===== config.mk =====
export PLATFORM = sky130hd
export DESIGN_NAME = count_sched
export DESIGN_NICKNAME = d
export VERILOG_FILES = /design/src/rtl/count_sched_pkg.sv /design/src/rtl/count_dec_stage.sv /design/src/rtl/count_sched.sv
export SDC_FILE = /design/constraint.sdc
export NUM_CORES = 1
export LEC_CHECK = 0
export CAP_MARGIN = 40
export CORE_ASPECT_RATIO = 1.1
export CORE_MARGIN = 10
export CORE_UTILIZATION = 67
export CTS_CLUSTER_SIZE = 14
export DETAILED_ROUTE_END_ITERATION = 10
export DONT_BUFFER_PORTS = 1
export PLACE_DENSITY = 0.83
export SLEW_MARGIN = 20
export SYNTH_ARGS = -nofsm -noshare
export SYNTH_HDL_FRONTEND = slang
export SYNTH_SLANG_ARGS = --single-unit

===== constraint.sdc =====
create_clock -name iClk -period 5.9 [get_ports iClk]
set_clock_uncertainty 0.2 [all_clocks]
set_input_delay 1.18 -clock iClk [delete_from_list [all_inputs] [get_ports iClk]]
set_output_delay 1.18 -clock iClk [all_outputs]
set_load 0.01 [all_outputs]

===== src/rtl/count_sched_pkg.sv =====
// Shared types and widths for the count_sched time-division countdown scheduler.
package count_sched_pkg;

  function automatic int calc_chw(input int n);
    return (n <= 2) ? 1 : $clog2(n);
  endfunction

  localparam int CountWidth = 8;
  localparam int NCH        = 4;
  localparam int CHW        = calc_chw(NCH);

  typedef enum logic {
    ST_IDLE = 1'b0,
    ST_RUN  = 1'b1
  } ch_state_e;

  typedef struct packed {
    logic                  valid;
    logic [CHW-1:0]        tag;
    logic [CountWidth-1:0] value;
  } stage_entry_t;

endpackage


===== src/rtl/count_dec_stage.sv =====
// Shared registered decrement stage: captures count-1 with its channel tag; a
// same-channel invalidate kills the entry both at capture and at writeback.
module count_dec_stage
  import count_sched_pkg::*;
(
  input  logic                  iClk,
  input  logic                  _iRst,
  input  logic                  i_issue,
  input  logic [CHW-1:0]        i_tag,
  input  logic [CountWidth-1:0] i_count,
  input  logic                  i_inv,
  input  logic [CHW-1:0]        i_inv_tag,
  output stage_entry_t          o_wb
);

  stage_entry_t r_entry;
  logic         w_cap_valid;

  assign w_cap_valid = i_issue && !(i_inv && (i_inv_tag == i_tag));

  always_ff @(posedge iClk or negedge _iRst) begin
    if (!_iRst) begin
      r_entry <= '0;
    end else begin
      r_entry.valid <= w_cap_valid;
      r_entry.tag   <= i_tag;
      r_entry.value <= i_count - CountWidth'(1);
    end
  end

  always_comb begin
    o_wb       = r_entry;
    o_wb.valid = r_entry.valid && !(i_inv && (i_inv_tag == r_entry.tag));
  end

endmodule


===== src/rtl/count_sched.sv =====
// count_sched: NCH countdown channels sharing one decrement stage by slot.
// Optional abort input enabled by defining COUNT_SCHED_ABORT_EN.
//
// state   | meaning
// ST_IDLE | channel stopped, count held
// ST_RUN  | channel decremented once per slot round
module count_sched
  import count_sched_pkg::*;
(
  input  logic                  iClk,
  input  logic                  _iRst,
  input  logic                  _iLoad,
  input  logic [CHW-1:0]        iLoadCh,
  input  logic [CountWidth-1:0] iLoadVal,
`ifdef COUNT_SCHED_ABORT_EN
  input  logic                  _iAbort,
`endif
  input  logic                  _iHold,
  input  logic [CHW-1:0]        iRdCh,
  output logic [CountWidth-1:0] oRdCount,
  output logic [NCH-1:0]        oBusy,
  output logic [NCH-1:0]        oDone,
  output logic [CHW-1:0]        oSlot
);

  ch_state_e             r_state     [NCH];
  ch_state_e             w_state_nxt [NCH];
  logic [CountWidth-1:0] r_count     [NCH];
  logic [CountWidth-1:0] w_count_nxt [NCH];
  logic [NCH-1:0]        r_done;
  logic [NCH-1:0]        w_done_nxt;
  logic [CHW-1:0]        r_slot;

  logic                  w_load;
  logic                  w_abort;
  logic                  w_kill;
  logic                  w_issue;
  stage_entry_t          w_wb;

  assign w_load = !_iLoad;
`ifdef COUNT_SCHED_ABORT_EN
  assign w_abort = _iLoad && !_iAbort;
`else
  assign w_abort = 1'b0;
`endif
  assign w_kill  = w_load || w_abort;
  assign w_issue = _iHold && (r_state[r_slot] == ST_RUN);

  count_dec_stage u_stage (
    .iClk      (iClk),
    ._iRst     (_iRst),
    .i_issue   (w_issue),
    .i_tag     (r_slot),
    .i_count   (r_count[r_slot]),
    .i_inv     (w_kill),
    .i_inv_tag (iLoadCh),
    .o_wb      (w_wb)
  );

  // Load/abort are applied after writeback so they always win on the same channel.
  always_comb begin
    for (int c = 0; c < NCH; c++) begin
      w_state_nxt[c] = r_state[c];
      w_count_nxt[c] = r_count[c];
    end
    w_done_nxt = '0;

    if (w_wb.valid) begin
      w_count_nxt[w_wb.tag] = w_wb.value;
      if (w_wb.value == '0) begin
        w_state_nxt[w_wb.tag] = ST_IDLE;
        w_done_nxt[w_wb.tag]  = 1'b1;
      end
    end

    if (w_load) begin
      w_count_nxt[iLoadCh] = iLoadVal;
      if (iLoadVal == '0) begin
        w_state_nxt[iLoadCh] = ST_IDLE;
        w_done_nxt[iLoadCh]  = 1'b1;
      end else begin
        w_state_nxt[iLoadCh] = ST_RUN;
        w_done_nxt[iLoadCh]  = 1'b0;
      end
    end else if (w_abort) begin
      w_state_nxt[iLoadCh] = ST_IDLE;
      w_done_nxt[iLoadCh]  = 1'b0;
    end
  end

  always_ff @(posedge iClk or negedge _iRst) begin
    if (!_iRst) begin
      for (int c = 0; c < NCH; c++) begin
        r_state[c] <= ST_IDLE;
        r_count[c] <= '0;
      end
      r_done <= '0;
      r_slot <= '0;
    end else begin
      for (int c = 0; c < NCH; c++) begin
        r_state[c] <= w_state_nxt[c];
        r_count[c] <= w_count_nxt[c];
      end
      r_done <= w_done_nxt;
      if (_iHold) r_slot <= r_slot + CHW'(1);
    end
  end

  always_comb begin
    for (int c = 0; c < NCH; c++) oBusy[c] = (r_state[c] == ST_RUN);
  end

  assign oDone    = r_done;
  assign oSlot    = r_slot;
  assign oRdCount = r_count[iRdCh];

endmodule


==> flow_metrics.tcl <==
set metrics [dict create \
    status "finished, final reports clean" \
    drv_slew 0 \
    worstPathRequired_ps 4520 \
    top_level_ports 34 \
    synth_top_cell_area_share_pct 47.6 \
    synth.net_count 268 \
    p_per_area_mw_per_mm2 544 \
    syn_area_per_cell_um2 11.1 \
    wl_per_cell_um 22.6 \
    vias_per_cell 6.77 \
    yosysSeqAreaShare_pct 47.6 \
    fmax_mhz 323 \
    synth_common_cells "53 x dfrtp_1, 41 x nand2_1, 24 x mux2i_1, 23 x o21ai_1, 17 x nor2_1" \
    rsz0062_at_grt "false" \
    crit_family "multiplexers" \
    fin_setup_tns_ps 0 \
    synth_seq_cells 53 \
    ir_drop_uv 299 \
    grt_max_degree 54 \
    crit_slowest_cell "mux4_2" \
    globalplace.congestion 0.878 \
    grt_overflow 0 \
    worstPathBufferInverterCount 0 \
    syn_to_final_growth_pct 5.61 \
    wl_mm 6.68 \
    cp.arrival_ps 1710 \
    antenna_found_initial 0 \
    slew_headroom_pct 45.9 \
    drv_cap 0 \
    postSynthCellCount 251 \
    core-area_mm2 0.00399 \
    fin_area_mm2 0.00294 \
    die-area_mm2 0.00714 \
    placed_area_mm2 0.00281 \
    clk_pin_slew_ps 100 \
    final_nets 260 \
    rows 24 \
    cts_buffers 5 \
    clk_latency_ps 320 \
    root_buffer "clkbuf_8" \
    cts-hold-fix-buffers 0 \
    hold_path.class "in -> async" \
    dpl.hpwl_mm 4.63 \
    drtPass1Iterations 4 \
    cts.path.max_buffers 2 \
    cts_setup_buffers 0 \
    grtUsageTotal_pct 20.1 \
    start_util_pct 69.8 \
    period_needed_ps 3090 \
    die_w_um 81.5 \
    synth.most_common_cell "dfrtp_1" \
    postSynth.asyncResetShare_pct 100 \
    path_cells "mux4_2" \
    drive_gt1_share_pct 11.1 \
    post-route-period-util_pct 52.4 \
    critPathLaunchType "input pin" \
    power_leakage_uw 0.00127 \
    n_antenna_cell 0 \
    ys_warn_count 0 \
    drc 0 \
    p_total_uw 1600 \
    slowest_delay_ps 530 \
    vias 2005 \
    synth_flop_cell "dfrtp_1" \
    hold_slack_ps 344 \
    synth.area.top_cells "dfrtp_1 48%, mux4_2 8.9%, mux2i_1 8.6%" \
    end_kind "primary output" \
    die_h_um 87.6 \
    hold_violations 0 \
    first_global_vias 2043 \
    synth_edf_count 0 \
    worstPathMaxFanout 8 \
    ant_nets 0 \
    grt_pass1_wl_mm 10.9 \
    synthDistinctLibCells 33 \
    synth_area_leader_cell "dfrtp_1" \
    drt-initial-drc-count 197 \
    syn_area_mm2 0.00279 \
    cts_sinks 53 \
    portBuffers 0 \
    ctsHtreeMaxLevel 2 \
    post_cts_resized 0 \
    tightest_slew_ps 812 \
    cts_tree "yes" \
    setup_violations 0 \
    crit_type "in -> out" \
]
-- sequential cells by signal, summed over array words and instances, names as in the netlist --
signal and flops:
r_count 32, u_stage.o_wb 10, oBusy 4, oDone 4, oSlot 2, u_stage.r_entry 1
-- per-layer routing --
metal | wire length, µm | up-vias | GRT usage, %
met5 | 0 | - | 0
met4 | 125 | 0 | 8.19
met3 | 573 | 10 | 5.64
li1 | - | 895 | -
met2 | 3260 | 76 | 31.8
met1 | 2710 | 1024 | 25.5
-- path summary, 6_finish.rpt --
kind	start	to	slack (ps)	cells past startpoint
min reg2reg	r_count[5]	r_count[5]	380	2
max	iRdCh[1]	oRdCount[7]	2810	1
min	_iRst	u_stage.o_wb[2]	340	0
max in group asynchronous	_iRst	r_count[12]	5060	0
max reg2reg	oSlot[0]	u_stage.o_wb[5]	3120	4
min in group iClk	r_count[5]	r_count[5]	380	2
-- logic make-up (layout without fill, tap and decap cells) --
family	Yosys count	after routing	share of synthesized area, %
AO/OA/AOI/OAI	45	45	8.89
flip-flops	53	53	47.6
multiplexers	41	41	23.2
buffers and inverters	21	14	3.14
AND/OR/NAND/NOR	80	80	13.3
XOR/XNOR	10	10	3.41
adder cells (fa/ha/maj)	1	1	0.449
-- through the flow --
stage               utilization, %  instances  worst slack (ps)
floorplan                        -        251              2350
global placement              70.2        288              2630
detailed placement            70.3        288              2570
CTS                           73.7        296              2800
global route                  73.7        296              2800
finish                        73.7        296              2810
-- final cells by class --
cell class              instances  area (µm²)
inverters                       4        15.0
clock inverters                 3        65.1
flip-flops and latches         53        1330
multi-input cells             177        1390
clock buffers                   5        68.8
repair buffers                  2        15.0
fillers                       277        1050
well taps                      52        65.1
-- cell usage in the layout (no fill, tap or decap), drive strengths merged --
cell / Yosys / layout
a31oi: 8 / 8
o22ai: 2 / 2
inv: 4 / 4
a21oi: 8 / 8
nor3: 2 / 2
xor2: 4 / 4
clkinv: 0 / 1
o311a: 1 / 1
ha: 1 / 1
clkbuf: 14 / 5
o21ai: 24 / 24
and3b: 1 / 1
nand4: 1 / 1
bufinv: 0 / 2
nand2: 41 / 41
nor2: 17 / 17
nand3b: 3 / 3
nand3: 2 / 2
o211ai: 2 / 2
nor2b: 1 / 1
mux4: 17 / 17
buf: 3 / 2
or3: 4 / 4
mux2i: 24 / 24
nor3b: 2 / 2
dfrtp: 53 / 53
nor4: 5 / 5
xnor2: 6 / 6
and4: 1 / 1
-- worst reg2reg max path, stage by stage, from the launching register on --
cell and delay, ps:
dfrtp_1 880, mux4_1 720, or3_4 410, or3_4 350, xnor2_2 130
-- where the power goes --
group / switching (µW) / total, µW / internal (µW)
clock network: 120 / 289 / 168
logic: 260 / 580 / 321
registers: 205 / 733 / 528
total: 584 / 1600 / 1020
(Power assumes the default switching activity.)
